## src/rtl/agu_pkg.sv

```systemverilog
// Shared encodings and the alignment helper for the immediate-extension / address-generation unit.
package agu_pkg;

    typedef enum logic [1:0] {
        AGU_SEXT   = 2'b00,
        AGU_ZEXT   = 2'b01,
        AGU_UPPER  = 2'b10,
        AGU_BRANCH = 2'b11
    } agu_mode_e;

    typedef enum logic [1:0] {
        SZ_BYTE = 2'b00,
        SZ_HALF = 2'b01,
        SZ_WORD = 2'b10,
        SZ_RSVD = 2'b11
    } agu_size_e;

    // Reserved size is handled like a word access.
    function automatic logic align_ok(input logic [1:0] size, input logic [1:0] addr_lsb);
        logic ok;
        case (size)
            SZ_BYTE: ok = 1'b1;
            SZ_HALF: ok = ~addr_lsb[0];
            default: ok = (addr_lsb == 2'b00);
        endcase
        return ok;
    endfunction

endpackage

```

## src/rtl/imm_extender.sv

```systemverilog
// Purpose: combinational immediate extension selected by mode (SEXT/ZEXT/UPPER/BRANCH).
// Latency: 0 cycles, purely combinational.
// Backpressure: none; the enclosing pipeline owns all flow control.
module imm_extender
    import agu_pkg::*;
#(
    parameter int DATA_W = 32,
    parameter int IMM_W  = 16
) (
    input  logic [IMM_W-1:0]  imm,
    input  logic [1:0]        mode,
    output logic [DATA_W-1:0] ext
);

    logic [DATA_W-1:0] sext;

    assign sext = {{(DATA_W-IMM_W){imm[IMM_W-1]}}, imm};

    always_comb begin
        ext = sext;
        case (mode)
            AGU_SEXT:   ext = sext;
            AGU_ZEXT:   ext = {{(DATA_W-IMM_W){1'b0}}, imm};
            AGU_UPPER:  ext = {imm, {(DATA_W-IMM_W){1'b0}}};
            AGU_BRANCH: ext = {sext[DATA_W-3:0], 2'b00};
            default:    ext = sext;
        endcase
    end

endmodule

```

## src/rtl/imm_ext_agu.sv

```systemverilog
// Purpose: 2-stage valid/ready immediate extension + address generation; ALIGN_CHECK_EN adds a misalign flag.
// Latency: accept at edge N, out_valid high after edge N+1, so the result transfers at edge N+2 at the earliest.
// Backpressure: in_ready = !a_vld || !b_vld || out_ready (combinational, no bubble); both stages hold when stalled.
module imm_ext_agu
    import agu_pkg::*;
#(
    parameter int DATA_W = 32,
    parameter int IMM_W  = 16
) (
    input  logic              clk,
    input  logic              rst,
    input  logic              in_valid,
    output logic              in_ready,
    input  logic [IMM_W-1:0]  imm,
    input  logic [1:0]        mode,
    input  logic [DATA_W-1:0] base,
    input  logic              is_mem,
    input  logic [1:0]        size,
    output logic              out_valid,
    input  logic              out_ready,
    output logic [DATA_W-1:0] out_ext,
    output logic [DATA_W-1:0] out_addr,
    output logic              out_misalign
);

    logic              a_vld_q, a_vld_d;
    logic [DATA_W-1:0] a_ext_q, a_ext_d;
    logic [DATA_W-1:0] a_base_q, a_base_d;
    logic              a_mem_q, a_mem_d;
    logic              b_vld_q, b_vld_d;
    logic [DATA_W-1:0] b_ext_q, b_ext_d;
    logic [DATA_W-1:0] b_addr_q, b_addr_d;

    logic [DATA_W-1:0] ext_w;
    logic [DATA_W-1:0] sum_w;
    logic              b_adv;
    logic              a_acc;
    logic              b_load;

    imm_extender #(.DATA_W(DATA_W), .IMM_W(IMM_W)) u_ext (
        .imm  (imm),
        .mode (mode),
        .ext  (ext_w)
    );

    assign b_adv    = !b_vld_q || out_ready;
    assign in_ready = !a_vld_q || b_adv;
    assign a_acc    = in_valid && in_ready;
    assign b_load   = b_adv && a_vld_q;
    assign sum_w    = a_mem_q ? (a_base_q + a_ext_q) : a_ext_q;

    always_comb begin
        a_vld_d  = a_vld_q;
        a_ext_d  = a_ext_q;
        a_base_d = a_base_q;
        a_mem_d  = a_mem_q;
        b_vld_d  = b_vld_q;
        b_ext_d  = b_ext_q;
        b_addr_d = b_addr_q;
        // A can only accept while stalled if it is empty, so draining into B cannot lose it.
        if (a_acc) begin
            a_vld_d  = 1'b1;
            a_ext_d  = ext_w;
            a_base_d = base;
            a_mem_d  = is_mem;
        end else if (b_adv) begin
            a_vld_d  = 1'b0;
        end
        if (b_adv) begin
            b_vld_d = a_vld_q;
        end
        if (b_load) begin
            b_ext_d  = a_ext_q;
            b_addr_d = sum_w;
        end
    end

    always_ff @(posedge clk or posedge rst) begin
        if (rst) begin
            a_vld_q  <= 1'b0;
            a_ext_q  <= '0;
            a_base_q <= '0;
            a_mem_q  <= 1'b0;
            b_vld_q  <= 1'b0;
            b_ext_q  <= '0;
            b_addr_q <= '0;
        end else begin
            a_vld_q  <= a_vld_d;
            a_ext_q  <= a_ext_d;
            a_base_q <= a_base_d;
            a_mem_q  <= a_mem_d;
            b_vld_q  <= b_vld_d;
            b_ext_q  <= b_ext_d;
            b_addr_q <= b_addr_d;
        end
    end

`ifdef ALIGN_CHECK_EN
    logic [1:0] a_size_q;
    logic       b_mis_q;

    always_ff @(posedge clk or posedge rst) begin
        if (rst) begin
            a_size_q <= 2'b00;
            b_mis_q  <= 1'b0;
        end else begin
            if (a_acc) a_size_q <= size;
            if (b_load) b_mis_q <= a_mem_q && !align_ok(a_size_q, sum_w[1:0]);
        end
    end

    assign out_misalign = b_mis_q;
`else
    logic unused_size;
    assign unused_size  = ^size;
    assign out_misalign = 1'b0;
`endif

    assign out_valid = b_vld_q;
    assign out_ext   = b_ext_q;
    assign out_addr  = b_addr_q;

endmodule

```

## config.mk

```make
export PLATFORM = sky130hd
export DESIGN_NAME = imm_ext_agu
export DESIGN_NICKNAME = d
export VERILOG_FILES = /design/src/rtl/agu_pkg.sv /design/src/rtl/imm_extender.sv /design/src/rtl/imm_ext_agu.sv
export SDC_FILE = /design/constraint.sdc
export NUM_CORES = 1
export LEC_CHECK = 0
export BUFFER_PORTS_ARGS = -buffer_cell sky130_fd_sc_hd__buf_2
export CAP_MARGIN = 40
export CORE_MARGIN = 2
export CORE_UTILIZATION = 52
export DETAILED_ROUTE_END_ITERATION = 12
export PLACE_DENSITY = 0.85
export SLEW_MARGIN = 30
export SYNTH_ARGS = -nofsm -noshare
export SYNTH_HDL_FRONTEND = slang
export SYNTH_SLANG_ARGS = --single-unit
```

## constraint.sdc

```tcl
create_clock -name clk -period 4.9 [get_ports clk]
set_input_delay 0.245 -clock clk [delete_from_list [all_inputs] [get_ports clk]]
set_output_delay 0.245 -clock clk [all_outputs]
set_load 0.05 [all_outputs]
```

Word-level counts from Yosys, hierarchy flattened
Cells that the tools add are included.
- register bits: 131
- bits of input ports: 57
- output and inout port bits: 67
- logic and storage cells: 23
- multiplexer cells: 4
- equality and inequality tests: 3
- add/subtract/negate cells: 1
- reductions and logical operators: 8
- operators by type and width (operator ; number):
    $pmux W32 S4 ; 1
    $add A32 B32 Y32 ; 1
    $mux W32 ; 1
    $eq A2 B2 Y1 const B ; 2
    $eq A2 B1 Y1 const B ; 1
    $logic_and A1 B1 Y1 ; 2
    $logic_not A1 Y1 ; 2
    $logic_not A2 Y1 ; 1
    $logic_or A1 B1 Y1 ; 2
    $mux W1 ; 2
    $reduce_bool A2 Y1 ; 1

Logic depth before layout (Yosys ltp)
- word-level depth: 5
- gate-level depth with buffers: 11
- mapped depth without buffers: 11

By module
Synthesis repeated with hierarchy kept, for this count alone.
- cells, all modules: 648
- area total of the unflattened synthesis: 7307.0 µm²
- modules (own cells, without submodules) (module ; instances ; cells each ; area an instance (µm²)):
    imm_ext_agu ; 1 ; 588 ; 6795.3
    imm_extender ; 1 ; 60 ; 511.7

Worst setup path before layout
OpenSTA, ideal clock, no wires.
- kind: register to register
- from: register a_ext_q[0]
- to: register b_addr_q[22], in the netlist out_addr[22]
- path buffers: 0
- path slack: 2.311 ns
- arrival time: 2.513 ns
- setup time: 0.077 ns
- clock period less this slack: 2.589 ns
- cell stages (with the launch flop): 12
- required time: 4.823 ns
- cells stage by stage: dfrtp_1 > ha_1 > fa_1 > a21o_1 > a21boi_0 > o211ai_1 > o21ai_0 > nand2_1 > a41oi_1 > xnor2_1 > mux2i_1 > o21ai_1
- cells in the longest elaborated chain, start to end: 2
- RTL lines (element ; line ; source):
    start, declared ; imm_ext_agu.sv:27 ; logic [DATA_W-1:0] a_ext_q, a_ext_d;
    start signal, assigned ; imm_ext_agu.sv:89 ; a_ext_q <= a_ext_d;
    $add A32 B32 Y32 ; imm_ext_agu.sv:50 ; assign sum_w = a_mem_q ? (a_base_q + a_ext_q) : a_ext_q;
    $mux W32 ; imm_ext_agu.sv:50 ;
    end signal, assigned ; imm_ext_agu.sv:94 ; b_addr_q <= b_addr_d;
    end, declared ; imm_ext_agu.sv:32 ; logic [DATA_W-1:0] b_addr_q, b_addr_d;
Every way passes these cells.
A chain may end at the register's enable or synchronous reset.

Worst setup path in the final report
- from: register a_ext_q[0]
- to: register b_addr_q[26], in the netlist out_addr[26]
Same word-level chain as after synthesis.

==> impl_metrics.env <==
export IMPL_status="finished clean"
export IMPL_layout_commonest_cell="nand2_1"
export IMPL_yosysSeqAreaShare_pct=46.1
export IMPL_n_antenna_cell=0
export IMPL_synth_top_area_share_pct=46.1
export IMPL_finalWirelength_um=18300
export IMPL_fin_crit_sh_pct=68.6
export IMPL_timing_rr_start="a_ext_q[0]"
export IMPL_cp_max_fo=4
export IMPL_p_leak_nw=4.27
export IMPL_dp_hpwl_um=12900
export IMPL_synth_cell_type_count=50
export IMPL_cp_cell_sequence="ha_1 > fa_1 > a21o_1 > a21boi_0 > o211ai_1 > o21ai_0 > nand2_1 > a31oi_1 > xnor2_1 > mux2i_1 > o21ai_0"
export IMPL_grt_max_degree=56
export IMPL_synth_edf_count=0
export IMPL_yosysWarnings=0
export IMPL_slowest_stage="fa_1"
export IMPL_stdcell_count=1063
export IMPL_rsz0062_at_grt="false"
export IMPL_worst_slew_pin_slew_ps=682
export IMPL_viasPerCell=5.72
export IMPL_final_setup_worst_slack_ps=1540
export IMPL_finalHoldViolCount=0
export IMPL_endpoint_kind="flop"
export IMPL_synth_compound_area_share_pct=17.1
export IMPL_drtIter0Drc=410
export IMPL_coreArea_sq_um=13300
export IMPL_dr_total_vias=6084
export IMPL_cts_root_buffer="clkbuf_16"
export IMPL_skew_ps=7.34
export IMPL_ir_drop_v=0.000287
export IMPL_cts_clk_slew_worst_paths_ps=60
export IMPL_muxShareOfSynthArea_pct=8.90
export IMPL_synthXorXnorAreaFrac_pct=3.69
export IMPL_wl_per_cell_um=17.2
export IMPL_synth_fa_ha_area_share_pct=5.73
export IMPL_syn_cell_area_sq_um=7110
export IMPL_worstReg2RegEnd="out_addr[26]"
export IMPL_crit_arrival_ps=3700
export IMPL_gp_congestion=0.943
export IMPL_drive_gt1_share_pct=22.9
export IMPL_insertion_delay_ps=430
export IMPL_max_stage_delay_ps=430
export IMPL_holdCritPathClass="in2reg"
export IMPL_synthesis_nets=858
export IMPL_synth_top_area_cell="dfrtp_1"
export IMPL_syn_inst=769
export IMPL_clock_sinks=131
export IMPL_r2r_setup_slack_ps=1540
export IMPL_area_growth_pct=20.2
export IMPL_netlist_top_cells_area="dfrtp_1, nand2_1, o21ai_0, ha_1, mux2_2"
export IMPL_syn_area_per_cell_sq_um=9.25
export IMPL_design_area_sq_um=8550
export IMPL_min_from="base[7]"
export IMPL_powerDensity_nw_per_um2=536
export IMPL_maxCapViolCount=0
export IMPL_max_freq_ghz=0.298
export IMPL_grt_pass1_vias=6088
export IMPL_finalSetupViolations=0
export IMPL_synthArstFlopShare_pct=100
export IMPL_post_cts_setup_buffers=0
export IMPL_ios=124
export IMPL_critPathKind="reg2reg"
export IMPL_placed_area_sq_um=7910
export IMPL_pre_cts_ws_ps=1670
export IMPL_drc_errors=0
export IMPL_r2r_cells=11
export IMPL_holdWs_ps=40.9
export IMPL_grt_pass1_wl_um=29800
export IMPL_die_height_um=121
export IMPL_fin_crit_ps=3360
export IMPL_hold_depth=2
export IMPL_ys_flop_type="dfrtp_1"
export IMPL_setup_tns_ps=0
export IMPL_final_cell_mix="nand2_1, dfrtp_1, buf_2, o21ai_0, a21oi_1"
export IMPL_drt_pass1_iter_count=5
export IMPL_start_util_pct=53.5
export IMPL_required_ps=5240
export IMPL_nets=964
export IMPL_relSlewSlack_pct=54.5
export IMPL_dieArea_sq_um=14600
export IMPL_hold_path_end="a_base_q[7]"
export IMPL_clockBufferDepth=2
export IMPL_slew_violations=0
export IMPL_synth_top_family_by_area="compound AO/OA/AOI/OAI gates"
export IMPL_grt_total_usage_pct=26.2
export IMPL_start_kind="flop"
export IMPL_ant_nets=0
export IMPL_ys_seq_elements=131
export IMPL_die_width_um=121
export IMPL_cts_buffers=17
export IMPL_cts_tree="yes"
export IMPL_synth_simple_gate_area_share_pct=15.1
export IMPL_numPortBuffers=120
export IMPL_cp_common_cell="o21ai_0"
export IMPL_placed_cells=1031
export IMPL_htree_num_levels=4
export IMPL_num_rows=42
export IMPL_antenna_found_initial=0
export IMPL_grt_overflow_total=0
-- logic make-up after synthesis --
kind of cell | count (synthesis)
xor gates and xnor gates | 30
AOI/OAI and AO/OA | 207
other | 1
buffers and inverters | 62
muxes | 59
and+or+nand+nor | 247
DFF | 131
adders and majority gates | 32
-- flip-flops by register name, indices dropped and copies added (netlist names) --
| name | cells |
|---|---|
| out_ext | 32 |
| a_base_q | 32 |
| a_vld_q | 1 |
| a_ext_q | 32 |
| out_valid | 1 |
| a_mem_q | 1 |
| out_addr | 32 |
-- synth_stat cells, types with 2 or more instances --
cell / instances
nand2_1: 179
dfrtp_1: 131
o21ai_0: 78
a21oi_1: 62
mux2_2: 34
clkbuf_1: 31
ha_1: 31
mux2i_1: 25
inv_1: 19
xnor2_1: 19
a21o_1: 15
nor2_1: 15
xor2_1: 11
buf_1: 10
nand3_1: 9
nor2b_1: 9
o21ai_1: 8
a2bb2oi_1: 7
nand2b_1: 6
and2_1: 5
nand4_1: 5
o211ai_1: 5
o21bai_1: 5
a21boi_0: 4
a31oi_1: 4
nor3b_1: 4
a211oi_1: 3
and3_1: 3
nand3b_1: 3
nor3_1: 3
o21a_1: 3
a221o_1: 2
nor4b_2: 2
o22ai_1: 2
o31ai_1: 2
-- worst max path at each step --
stage / cells after the start / to / slack, ps / start
after floorplan: 1 / a_base_q[0] / 1160 / rst
after global placement: 11 / out_addr[22] / 1730 / a_ext_q[0]
after detailed placement: 11 / out_addr[26] / 1670 / a_ext_q[0]
after CTS: 11 / out_addr[26] / 1590 / a_ext_q[0]
after global routing: 11 / out_addr[26] / 1310 / a_ext_q[0]
final: 11 / out_addr[26] / 1540 / a_ext_q[0]
-- timing repair --
action                                 in CTS  in global routing
endpoints found under the hold margin      28                  0
gates resized for setup                     0                  0
hold buffers                                1                  0
-- where the power goes --
group          switching (W)  internal, W
sequential          0.000167      0.00131
clock               0.000495     0.000878
combinational        0.00120     0.000541
total                0.00186      0.00273
-- per-stage QoR --
| step | power [W] | util (%) |
|---|---|---|
| after global placement | 0.00315 | 58.8 |
| final | 0.00459 | 64.3 |
| after detailed placement | 0.00320 | 59.5 |
| after floorplan | 0.00278 | - |
| after global routing | 0.00480 | 64.3 |
| after CTS | 0.00459 | 64.3 |
-- routing by layer --
metal / share of wire, % / wire length [um] / GRT usage (%) / up-vias
met3: 5.6 / 1020 / 5.31 / 51
met4: 3.8 / 696 / 13.0 / 0
met1: 42 / 7760 / 33.0 / 2937
met5: 0 / 0 / 0 / -
met2: 48 / 8790 / 42.8 / 221
li1: - / - / - / 2875
-- final cells by class --
class | count | area [sq um]
clock buffer | 20 | 457
sequential | 131 | 3280
inverter | 19 | 73.8
tap | 176 | 220
fill | 1084 | 4750
timing repair buffer | 130 | 734
multi-input combinational | 576 | 3610
clock inverter | 11 | 176
-- worst max-delay path, delay by kind of cell (launching register included) --
family | cells | cell delay [ps]
AO/OA/AOI/OAI | 6 | 1670
AND/OR/NAND/NOR | 1 | 200
multiplexers | 1 | 120
flip-flops | 1 | 410
adder cells (fa/ha/maj) | 2 | 690
XOR/XNOR | 1 | 180
(Power assumes the default switching activity.)
